### config.mk
export PLATFORM = sky130hd
export DESIGN_NAME = uart_reg_ctrl
export DESIGN_NICKNAME = d
export VERILOG_FILES = /design/src/rtl/uart_reg_ctrl.sv
export SDC_FILE = /design/constraint.sdc
export NUM_CORES = 1
export LEC_CHECK = 0
export ABC_AREA = 1
export CAP_MARGIN = 10
export CORE_AREA = 4 4 82 84
export CTS_BUF_LIST = sky130_fd_sc_hd__clkbuf_16
export DETAILED_ROUTE_END_ITERATION = 7
export DIE_AREA = 0 0 86 88
export GPL_ROUTABILITY_DRIVEN = 0
export GPL_TIMING_DRIVEN = 0
export PLACE_DENSITY = 0.89
export SYNTH_ARGS = -nofsm -noshare
export SYNTH_HDL_FRONTEND = slang
export SYNTH_SLANG_ARGS = --single-unit
### constraint.sdc
create_clock -name clk -period 2.51 [get_ports clk]
set_clock_uncertainty 0.2 [all_clocks]
set_input_delay 0.6275 -clock clk [delete_from_list [all_inputs] [get_ports clk]]
set_output_delay 0.6275 -clock clk [all_outputs]
set_load 0.1 [all_outputs]
### src/rtl/uart_reg_ctrl.sv
// Host register port for the UART: divisor/enable config, TX push, RX pop, status with sticky overrun.
// Latency: register/TX ops respond 1 cycle after accept; DATA read responds 3 cycles after accept.
// Backpressure: one outstanding request; req_ready low from accept until the response is taken.
module uart_reg_ctrl #(
  parameter int          D_W     = 8,
  parameter int          DIV_W   = 16,
  parameter int unsigned DIV_RST = 54
) (
  input  logic             clk,
  input  logic             rst,
  input  logic             req_valid,
  output logic             req_ready,
  input  logic             req_write,
  input  logic [3:0]       req_addr,
  input  logic [31:0]      req_wdata,
  output logic             rsp_valid,
  input  logic             rsp_ready,
  output logic [31:0]      rsp_rdata,
  output logic             rsp_err,
  output logic             fifo_tx_wr_en,
  output logic [D_W-1:0]   fifo_tx_data_in,
  input  logic             fifo_tx_full,
  input  logic             fifo_tx_empty,
  output logic             fifo_rx_rd_en,
  input  logic [D_W-1:0]   fifo_rx_data_out,
  input  logic             fifo_rx_full,
  input  logic             fifo_rx_empty,
  input  logic             rx_drop,
  output logic [DIV_W-1:0] divxr,
  output logic             tx_en,
  output logic             rx_en
);

  typedef enum logic [1:0] {S_IDLE, S_POP, S_CAPT, S_RESP} state_t;

  state_t             r_state;
  state_t             w_state_nxt;
  logic [31:0]        r_rsp_rdata;
  logic               r_rsp_err;
  logic               r_tx_wr_en;
  logic [D_W-1:0]     r_tx_data;
  logic [DIV_W-1:0]   r_divxr;
  logic               r_tx_en;
  logic               r_rx_en;
  logic               r_rx_ovr;

  logic [31:0]        w_rdata_nxt;
  logic               w_err_nxt;
  logic               w_push;
  logic               w_div_wr;
  logic               w_ctrl_wr;
  logic               w_ovr_clr;
  logic               w_addr_ok;
  logic [31:0]        w_status;
  logic [31:0]        w_ctrl_rd;
  logic               w_unused;

  // Upper write-data bits beyond the widest register are deliberately ignored.
  assign w_unused  = ^req_wdata[31:DIV_W];

  assign w_status  = {27'd0, r_rx_ovr, fifo_tx_full, fifo_tx_empty, fifo_rx_full, fifo_rx_empty};
  assign w_ctrl_rd = {30'd0, r_rx_en, r_tx_en};
  assign w_addr_ok = (req_addr[1:0] == 2'b00);

  assign req_ready       = (r_state == S_IDLE);
  assign rsp_valid       = (r_state == S_RESP);
  assign fifo_rx_rd_en   = (r_state == S_POP);
  assign rsp_rdata       = r_rsp_rdata;
  assign rsp_err         = r_rsp_err;
  assign fifo_tx_wr_en   = r_tx_wr_en;
  assign fifo_tx_data_in = r_tx_data;
  assign divxr           = r_divxr;
  assign tx_en           = r_tx_en;
  assign rx_en           = r_rx_en;

  // State register; reset drops any pending transaction and its strobes at once.
  always_ff @(posedge clk or posedge rst) begin
    if (rst) r_state <= S_IDLE;
    else     r_state <= w_state_nxt;
  end

  // Request decode, next-state and response data selection.
  always_comb begin
    w_state_nxt = r_state;
    w_rdata_nxt = r_rsp_rdata;
    w_err_nxt   = r_rsp_err;
    w_push      = 1'b0;
    w_div_wr    = 1'b0;
    w_ctrl_wr   = 1'b0;
    w_ovr_clr   = 1'b0;
    case (r_state)
      S_IDLE: begin
        if (req_valid) begin
          w_state_nxt = S_RESP;
          w_rdata_nxt = '0;
          w_err_nxt   = 1'b0;
          if (!w_addr_ok) begin
            w_err_nxt = 1'b1;
          end else begin
            case (req_addr[3:2])
              2'd0: begin
                if (req_write) begin
                  if (fifo_tx_full) w_err_nxt = 1'b1;
                  else              w_push    = 1'b1;
                end else if (fifo_rx_empty) begin
                  w_err_nxt = 1'b1;
                end else begin
                  w_state_nxt = S_POP;
                end
              end
              2'd1: begin
                if (req_write) w_err_nxt   = 1'b1;
                else           w_rdata_nxt = w_status;
              end
              2'd2: begin
                if (req_write) begin
                  if (req_wdata[DIV_W-1:0] == '0) w_err_nxt = 1'b1;
                  else                            w_div_wr  = 1'b1;
                end else begin
                  w_rdata_nxt = 32'(r_divxr);
                end
              end
              default: begin
                if (req_write) begin
                  w_ctrl_wr = 1'b1;
                  w_ovr_clr = req_wdata[4];
                end else begin
                  w_rdata_nxt = w_ctrl_rd;
                end
              end
            endcase
          end
        end
      end
      S_POP:  w_state_nxt = S_CAPT;
      S_CAPT: begin
        // RX FIFO data is valid the cycle after the pop strobe.
        w_state_nxt = S_RESP;
        w_rdata_nxt = 32'(fifo_rx_data_out);
      end
      S_RESP: if (rsp_ready) w_state_nxt = S_IDLE;
      default: w_state_nxt = S_IDLE;
    endcase
  end

  // Response payload; held unchanged while the response waits for rsp_ready.
  always_ff @(posedge clk or posedge rst) begin
    if (rst) begin
      r_rsp_rdata <= '0;
      r_rsp_err   <= 1'b0;
    end else begin
      r_rsp_rdata <= w_rdata_nxt;
      r_rsp_err   <= w_err_nxt;
    end
  end

  // Single-cycle TX push strobe with its data word.
  always_ff @(posedge clk or posedge rst) begin
    if (rst) begin
      r_tx_wr_en <= 1'b0;
      r_tx_data  <= '0;
    end else begin
      r_tx_wr_en <= w_push;
      if (w_push) r_tx_data <= req_wdata[D_W-1:0];
    end
  end

  // Divisor and enable configuration.
  always_ff @(posedge clk or posedge rst) begin
    if (rst) begin
      r_divxr <= DIV_W'(DIV_RST);
      r_tx_en <= 1'b0;
      r_rx_en <= 1'b0;
    end else begin
      if (w_div_wr) r_divxr <= req_wdata[DIV_W-1:0];
      if (w_ctrl_wr) begin
        r_tx_en <= req_wdata[0];
        r_rx_en <= req_wdata[1];
      end
    end
  end

  // Sticky overrun: a drop in the same cycle as a clear keeps the flag set.
  always_ff @(posedge clk or posedge rst) begin
    if (rst)            r_rx_ovr <= 1'b0;
    else if (rx_drop)   r_rx_ovr <= 1'b1;
    else if (w_ovr_clr) r_rx_ovr <= 1'b0;
  end

endmodule

==> impl_summary.txt, run 1 <==
----------------------------------------------------
[Cells and area]
  Fill cell instance count of the final layout ... 553
  Share of post-route cells with drive strength above 1 ... 18.0%
  Final non-filler cell area ... 0.00340 mm²
  Final #Nets ... 429
  Number of antenna diodes ... 0
  Area Overhead vs Synth ... 46.1%
  Non-Filler Instances ... 447

[Routing]
  Total DRC errors in the routed layout ... 0
  Routed wire length per instance ... 13.6 µm
  Vias after detailed routing ... 2,039
  First drt pass iteration count ... 4
  Avg Vias per Cell ... 4.56
  Detailed Route Iter0 Violations ... 99
  Final wirelength ... 6080 µm
  Post-route antenna net violation count ... 0

[Power]
  Portion of total power attributed to the clock network ... 14.7%
  Switching share of total power ... 57.4%
  Power density of the placed cells ... 1240 mW/mm²
  Post-route total power ... 0.00424 W
  Power share of the sequential group ... 25.6%
  Worst voltage drop across the vdd grid ... 0.867 mV
  Combinational share of power ... 59.7%
  Switching power ... 0.00243 W
  Leakage Power ... 1.73 nW
  Design internal power ... 0.00181 W

[Placed design]
  Post-Place Worst Slack ... -0.174 ns
  Number of buffer cells added on primary ports ... 82
  Half-perimeter wire length after detailed placement ... 4960 µm
  Cell area reported after detailed placement ... 0.00332 mm²
  Number of cells in the design after placement ... 439

[Logic synthesis]
  Synthesized netlist cell count ... 266
  Most instantiated flip-flop cell in the synthesis netlist ... dfrtp_1
  Area share of the largest cell type after synthesis ... 46.2%
  Leading post-synthesis cells by instance count ... dfrtp_1, nand2_1, inv_1, nor2_1, a21oi_1
  Synthesis Warnings ... 0
  Flip-flop and latch count after synthesis ... 47
  Number of enable-type register cells in the synthesized netlist ... 0
  Top-count cell post-synth ... dfrtp_1
  Sequential share of the synthesized area ... 50.7%
  Cell types with the largest area share after synthesis ... dfrtp_1, nand2_1, buf_4, o21ai_2, inv_1
  Syn_area_per_cell ... 8.76 µm²
  Async set-reset flop share out of synthesis ... 100%
  Cell type with the highest aggregate area in the netlist ... dfrtp_1
  Post-synth cell types ... 26
  Netlist area before placement ... 0.00233 mm²

[CTS]
  Clk Latency, worst-skew pair ... 0.27 ns
  Post CTS Setup Buffer Count ... 0
  Number of buffers added by the clock tree synthesis step ... 5
  Sink Count ... 47
  Maximum count of clock buffers along a single path ... 2
  Clock transition at the registers of the reported paths ... 0.06 ns
  CTS tree ... built
  Clock root buffer master ... clkbuf_16
  Number of H-tree levels ... 2

[Die]
  Die ar. ... 0.00757 mm²
  Cell row count ... 28
  Die Y ... 88 µm
  Core region area ... 0.00592 mm²
  Horiz. Die Dim ... 86 µm
  Boundary pin count ... 117
  Initial Utilization ... 39.3%

[Global route]
  Pin count of the biggest net entering global routing ... 35
  Global-route wire length before repair ... 9740 µm
  Residual overflow from global routing ... 0
  Number of global-route vias before repair ... 2,050
  Total global-route track usage ... 16.2%
  Number of antenna violations at the first check in global routing ... 0

[Critical path]
  Sequence of cells on the critical path ... inv_1 -> ha_2 -> clkdlybuf4s15_2
  Cell with the largest stage delay on the worst path ... clkdlybuf4s15_2
  Largest delay share family, worst path ... buffers and inverters
  Category of the worst setup path capture point ... primary output
  Worst-path maximum fanout ... 4
  Classification of the worst setup path ... reg -> out
  Worst setup SP type ... flip-flop
  Arrival time at the worst endpoint ... 1.55 ns
  Largest stage delay on the critical path ... 0.57 ns
  Worst EP required ... 1.68 ns
  Bufs and invs on worst path ... 2

[STA]
  Accumulated negative setup slack ... 0 ns
  Post-layout minimum cycle time ... 2.38 ns
  Min setup slack post-route ... 0.128 ns
  Headroom to the max-slew limit ... 33.3%
  Fin. Hold Viols ... 0
  Final period utilization ... 94.9%
  Fin. max-slew vios ... 0
  Transition time at the pin with the least slew margin ... 1.00 ns
  Upper clock frequency limit ... 0.420 GHz
  Setup violation total in the final timing report ... 0
  RSZ-0062 raised after global routing ... false

[Status]
  Result of the run ... complete, no violations

[Min path]
  Min-Delay Path Class ... reg -> reg

[Flow run]
  Max cap viols ... 0

----------------------------------------------------
path summary, 6_finish.rpt:
path	start	to	slack (ns)	cells past startpoint
max reg2reg	r_state[0]	rsp_rdata[12]	0.39	8
max in group asynchronous	rst	divxr[4]	1.13	3
min	fifo_tx_data_in[1]	fifo_tx_data_in[1]	0.28	2
max	r_state[1]	req_ready	0.13	3
min reg2reg	fifo_tx_data_in[1]	fifo_tx_data_in[1]	0.28	2
min in group asynchronous	rst	rsp_rdata[13]	0.43	2
metal layers:
| metal | track usage (%) | wire length [µm] |
|---|---|---|
| met2 | 27.3 | 3000 |
| met5 | 0 | 0 |
| met4 | 5.04 | 125 |
| met1 | 20.7 | 2540 |
| met3 | 3.95 | 421 |
flip-flops by register name (all words and copies together), names as in the netlist:
name,flops
fifo_tx_wr_en,1
rsp_err,1
rsp_rdata,16
divxr,16
rx_en,1
fifo_tx_data_in,8
r_state,2
tx_en,1
r_rx_ovr,1
cell families (layout without fill, tap and decap cells):
family	Yosys count	in the layout	synth area share, %
compound gates	63	63	16.4
fa+ha+maj	4	4	2.15
buf+inv	59	150	13.6
flops	47	47	50.7
other cells	1	16	0.161
simple gates	92	92	17.0
power groups by stage:
stage / registers, W / clock network, W / logic [W]
after detailed placement: 0.00111 / 0 / 0.00268
final: 0.00108 / 0.000623 / 0.00253
after global routing: 0.00111 / 0.000662 / 0.00266
after CTS: 0.00109 / 0.000638 / 0.00255
after floorplan: 0.00235 / 0 / 0.000814
after global placement: 0.00110 / 0 / 0.00263
layout by cell type (no fill, tap or decap), drive strengths merged:
master / count
a21oi: 24
a31oi: 3
buf: 26
clkbuf: 8
clkdlybuf4s15: 4
clkdlybuf4s50: 35
clkinv: 2
conb: 16
dfrtp: 43
dfstp: 4
dlygate4sd2: 40
ha: 4
inv: 35
nand2: 40
nand3: 12
nand4: 5
nor2: 31
nor3: 3
o211ai: 2
o21ai: 33
o22ai: 1
or2: 1
layout make-up:
cell class | instances | area, µm² | area share (%)
Tap cell | 75 | 93.8 | 2.76
Timing Repair Buffer | 83 | 781 | 22.9
Sequential cell | 47 | 1180 | 34.7
Inverter | 34 | 128 | 3.75
Multi-Input combinational cell | 175 | 891 | 26.2
Buffer | 25 | 189 | 5.55
Clock buffer | 5 | 125 | 3.68
Clock inverter | 3 | 16.3 | 0.478
tightest hold or removal path, cell delays in order (launching register included):
cell and delay, ns:
dfrtp_1 0.34, nand2_1 0.06, o21ai_2 0.05
stage by stage:
stage	hold WS, ns	util, %
after floorplan	0.266	-
after global placement	0.268	55.8
after detailed placement	0.267	56.1
after CTS	0.278	57.8
after global routing	0.304	57.5
final	0.277	57.5
timing repair:
action,in CTS,in global routing
cloned,0,0
resized for setup,58,3
hold buffers,0,0
pin swaps,0,0
endpoints found under the setup margin,47,3
hold endpoints to repair,0,0
Power figures use the tool's default switching activity.
==> run 2, diff against run 1 <==
--- a/config.mk
+++ b/config.mk
@@ -7,13 +7,12 @@
 export LEC_CHECK = 0
 export ABC_AREA = 1
 export CAP_MARGIN = 10
-export CORE_AREA = 4 4 82 84
-export CTS_BUF_LIST = sky130_fd_sc_hd__clkbuf_16
+export CORE_AREA = 4 4 79 81
 export DETAILED_ROUTE_END_ITERATION = 7
-export DIE_AREA = 0 0 86 88
+export DIE_AREA = 0 0 83 85
 export GPL_ROUTABILITY_DRIVEN = 0
 export GPL_TIMING_DRIVEN = 0
-export PLACE_DENSITY = 0.89
+export PLACE_DENSITY_LB_ADDON = 0.25
 export SYNTH_ARGS = -nofsm -noshare
 export SYNTH_HDL_FRONTEND = slang
 export SYNTH_SLANG_ARGS = --single-unit
==> constraint.sdc (replaced) <==
create_clock -name clk -period 2.9 [get_ports clk]
set_clock_uncertainty 0.2 [all_clocks]
set_input_delay 0.725 -clock clk [delete_from_list [all_inputs] [get_ports clk]]
set_output_delay 0.725 -clock clk [all_outputs]
set_load 0.1 [all_outputs]
==> run 2 against run 1 <==
Net effect: non-clock buffer count unchanged; critical path depth unchanged; critical endpoint unchanged; first-iteration DRC count decreased by 32%; largest power group unchanged; largest cell class unchanged; clock power decreased by 20%.
==> impl_summary.txt, run 2 (same netlist as run 1, synthesis figures left out) <==
----------------------------------------------------
[Critical path]
  FF-to-FF Start ... r_state[0]
  Worst EP required ... 1.98 ns (+0.30 ns)
  Arrival time at the worst endpoint ... 1.89 ns (+0.34 ns)
  Worst reg2reg setup slack ... 0.72 ns (+0.33 ns)
  Category of the worst setup path capture point ... primary output
  Sequence of cells on the critical path ... inv_1 -> ha_1 -> clkdlybuf4s15_1
  Classification of the worst setup path ... reg -> out
  Worst-path maximum fanout ... 4 (unchanged)
  Number of cell instances on the worst register-to-register path ... 8 (unchanged)
  Crit Reg-Reg Endpoint ... rsp_rdata[12]
  Largest stage delay on the critical path ... 0.84 ns (+0.27 ns)
  Cell with the largest stage delay on the worst path ... clkdlybuf4s15_1
  Worst setup SP type ... flip-flop

[STA]
  Post-layout minimum cycle time ... 2.82 ns
  Headroom to the max-slew limit ... 33.2% (-0.12 points)
  Setup violation total in the final timing report ... 0 (unchanged)
  RSZ-0062 raised after global routing ... false
  Transition time at the pin with the least slew margin ... 0.999 ns (-0.00527 ns)
  Fin. max-slew vios ... 0 (unchanged)
  Hold Slack ... 0.285 ns (+0.00865 ns)
  Fin. Hold Viols ... 0 (unchanged)
  Final period utilization ... 97.2%
  Accumulated negative setup slack ... 0 ns (unchanged)
  Upper clock frequency limit ... 0.355 GHz

[Power]
  Power density of the placed cells ... 1080 mW/mm² (-13%)
  Leakage Power ... 1.63 nW (-5.4%)
  Worst voltage drop across the vdd grid ... 0.651 mV (-25%)

[CTS]
  Number of H-tree levels ... 2 (unchanged)
  Number of buffers added by the clock tree synthesis step ... 5 (unchanged)
  CTS tree ... built
  Clk Latency, worst-skew pair ... 0.30 ns (+0.03 ns)
  Maximum count of clock buffers along a single path ... 2 (unchanged)
  Clock transition at the registers of the reported paths ... 0.09 ns (+0.03 ns)
  Sink Count ... 47 (unchanged)
  Post CTS Setup Buffer Count ... 0 (unchanged)
  Clock root buffer master ... clkbuf_8

[Die]
  Die Y ... 85 µm (-3.4%)
  Boundary pin count ... 117 (unchanged)
  Initial Utilization ... 42.6% (+3.2 points)
  Die ar. ... 0.00706 mm² (-6.8%)
  Cell row count ... 27 (-3.6%)
  Horiz. Die Dim ... 83 µm (-3.5%)
  Core region area ... 0.00547 mm² (-7.6%)

[Routing]
  Vias after detailed routing ... 2,074 (+1.7%)
  First drt pass iteration count ... 4 (unchanged)
  Total DRC errors in the routed layout ... 0 (unchanged)
  Avg Vias per Cell ... 4.67 (+2.4%)
  Post-route antenna net violation count ... 0 (unchanged)
  Routed wire length per instance ... 13.8 µm (+1.3%)
  Detailed Route Iter0 Violations ... 67 (-32%)
  Final wirelength ... 6120 µm (+0.66%)

[Min path]
  WHS Endpoint ... divxr[1]
  Hold Crit Depth ... 2 (unchanged)
  Min-Delay Path Class ... reg -> reg
  Min-Delay Startpoint ... divxr[1]

[Status]
  Result of the run ... complete, no violations

[Placed design]
  Number of buffer cells added on primary ports ... 82 (unchanged)
  Number of cells in the design after placement ... 436 (-0.68%)
  Cell area reported after detailed placement ... 0.00332 mm² (-0.19%)
  Half-perimeter wire length after detailed placement ... 4920 µm (-0.85%)

[Global route]
  Pin count of the biggest net entering global routing ... 34 (-2.9%)
  Total global-route track usage ... 17.0% (+0.75 points)
  Number of global-route vias before repair ... 1,994 (-2.7%)
  Global-route wire length before repair ... 9660 µm (-0.84%)
  Number of antenna violations at the first check in global routing ... 0 (unchanged)
  Residual overflow from global routing ... 0 (unchanged)

[Cells and area]
  Final design utilization ... 62.6% (+5.1 points)
  Number of antenna diodes ... 0 (unchanged)
  Share of post-route cells with drive strength above 1 ... 16.4% (-1.6 points)
  Non-Filler Instances ... 444 (-0.67%)
  Most frequent standard cell in the layout excluding fill and tap cells ... clkdlybuf4s50_1
  Final non-filler cell area ... 0.00343 mm² (+0.66%)
  Final #Nets ... 429 (unchanged)
  Commonest cells after routing, fill and taps aside ... clkdlybuf4s50_1, dfrtp_1, nand2_1
  Area Overhead vs Synth ... 47.1%

[Flow run]
  Max cap viols ... 0 (unchanged)

----------------------------------------------------
[run 2: report_power, final]
| part | switching [W] | internal, W | total [W] |
|---|---|---|---|
| clock | 0.000222 | 0.000279 | 0.000501 |
| combinational | 0.00177 | 0.000503 | 0.00227 |
| sequential | 0.000106 | 0.000835 | 0.000941 |
[run 2: layout make-up]
cell class	instances	area, µm²
fillers	541	2050
flip-flops and latches	47	1180
multi-input cells	175	888
repair buffers	83	833
plain buffers	25	189
inverters	34	128
well taps	72	90.1
clock buffers	6	82.6
clock inverters	2	35.0
[run 2: layer usage]
| metal | vias up | part of all wire (%) | global-route usage (%) | routed length, µm |
|---|---|---|---|---|
| li1 | 1040 | - | - | - |
| met1 | 946 | 42 | 20.5 | 2600 |
| met2 | 77 | 50 | 29.2 | 3050 |
| met3 | 11 | 6.3 | 4.95 | 384 |
| met4 | 0 | 1.4 | 5.65 | 87 |
| met5 | - | 0 | 0 | 0 |
[run 2: critical path: cells and delay by family (launching register included)]
family	cells	cell delay, ns
DFF	1	0.41
buffers and inverters	2	0.95
adders and majority gates	1	0.22
[run 2: what timing repair did]
item | in CTS | in global routing
setup endpoints to repair | 7 | 1
hold buffers | 0 | 0
resized for setup | 7 | 1
[run 2: per-stage QoR]
step,power (W),setup WS [ns]
6_report,0.00372,0.0818
5_1_grt,0.00387,0.0224
4_1_cts,0.00374,0.0444
2_1_floorplan,0.00273,0.377
3_5_place_dp,0.00327,0.0982
3_3_place_gp,0.00323,-0.0706
[run 2: worst max-delay path by stage]
| stage | from | endpoint | slack (ns) | depth (start not counted) |
|---|---|---|---|---|
| after floorplan | r_state[0] | rsp_rdata[10] | 0.38 | 7 |
| after global placement | rst | fifo_tx_data_in[3] | -0.07 | 2 |
| after detailed placement | r_state[1] | req_ready | 0.1 | 3 |
| after CTS | r_state[0] | req_ready | 0.04 | 3 |
| after global routing | r_state[1] | req_ready | 0.02 | 3 |
| final | r_state[0] | req_ready | 0.08 | 3 |
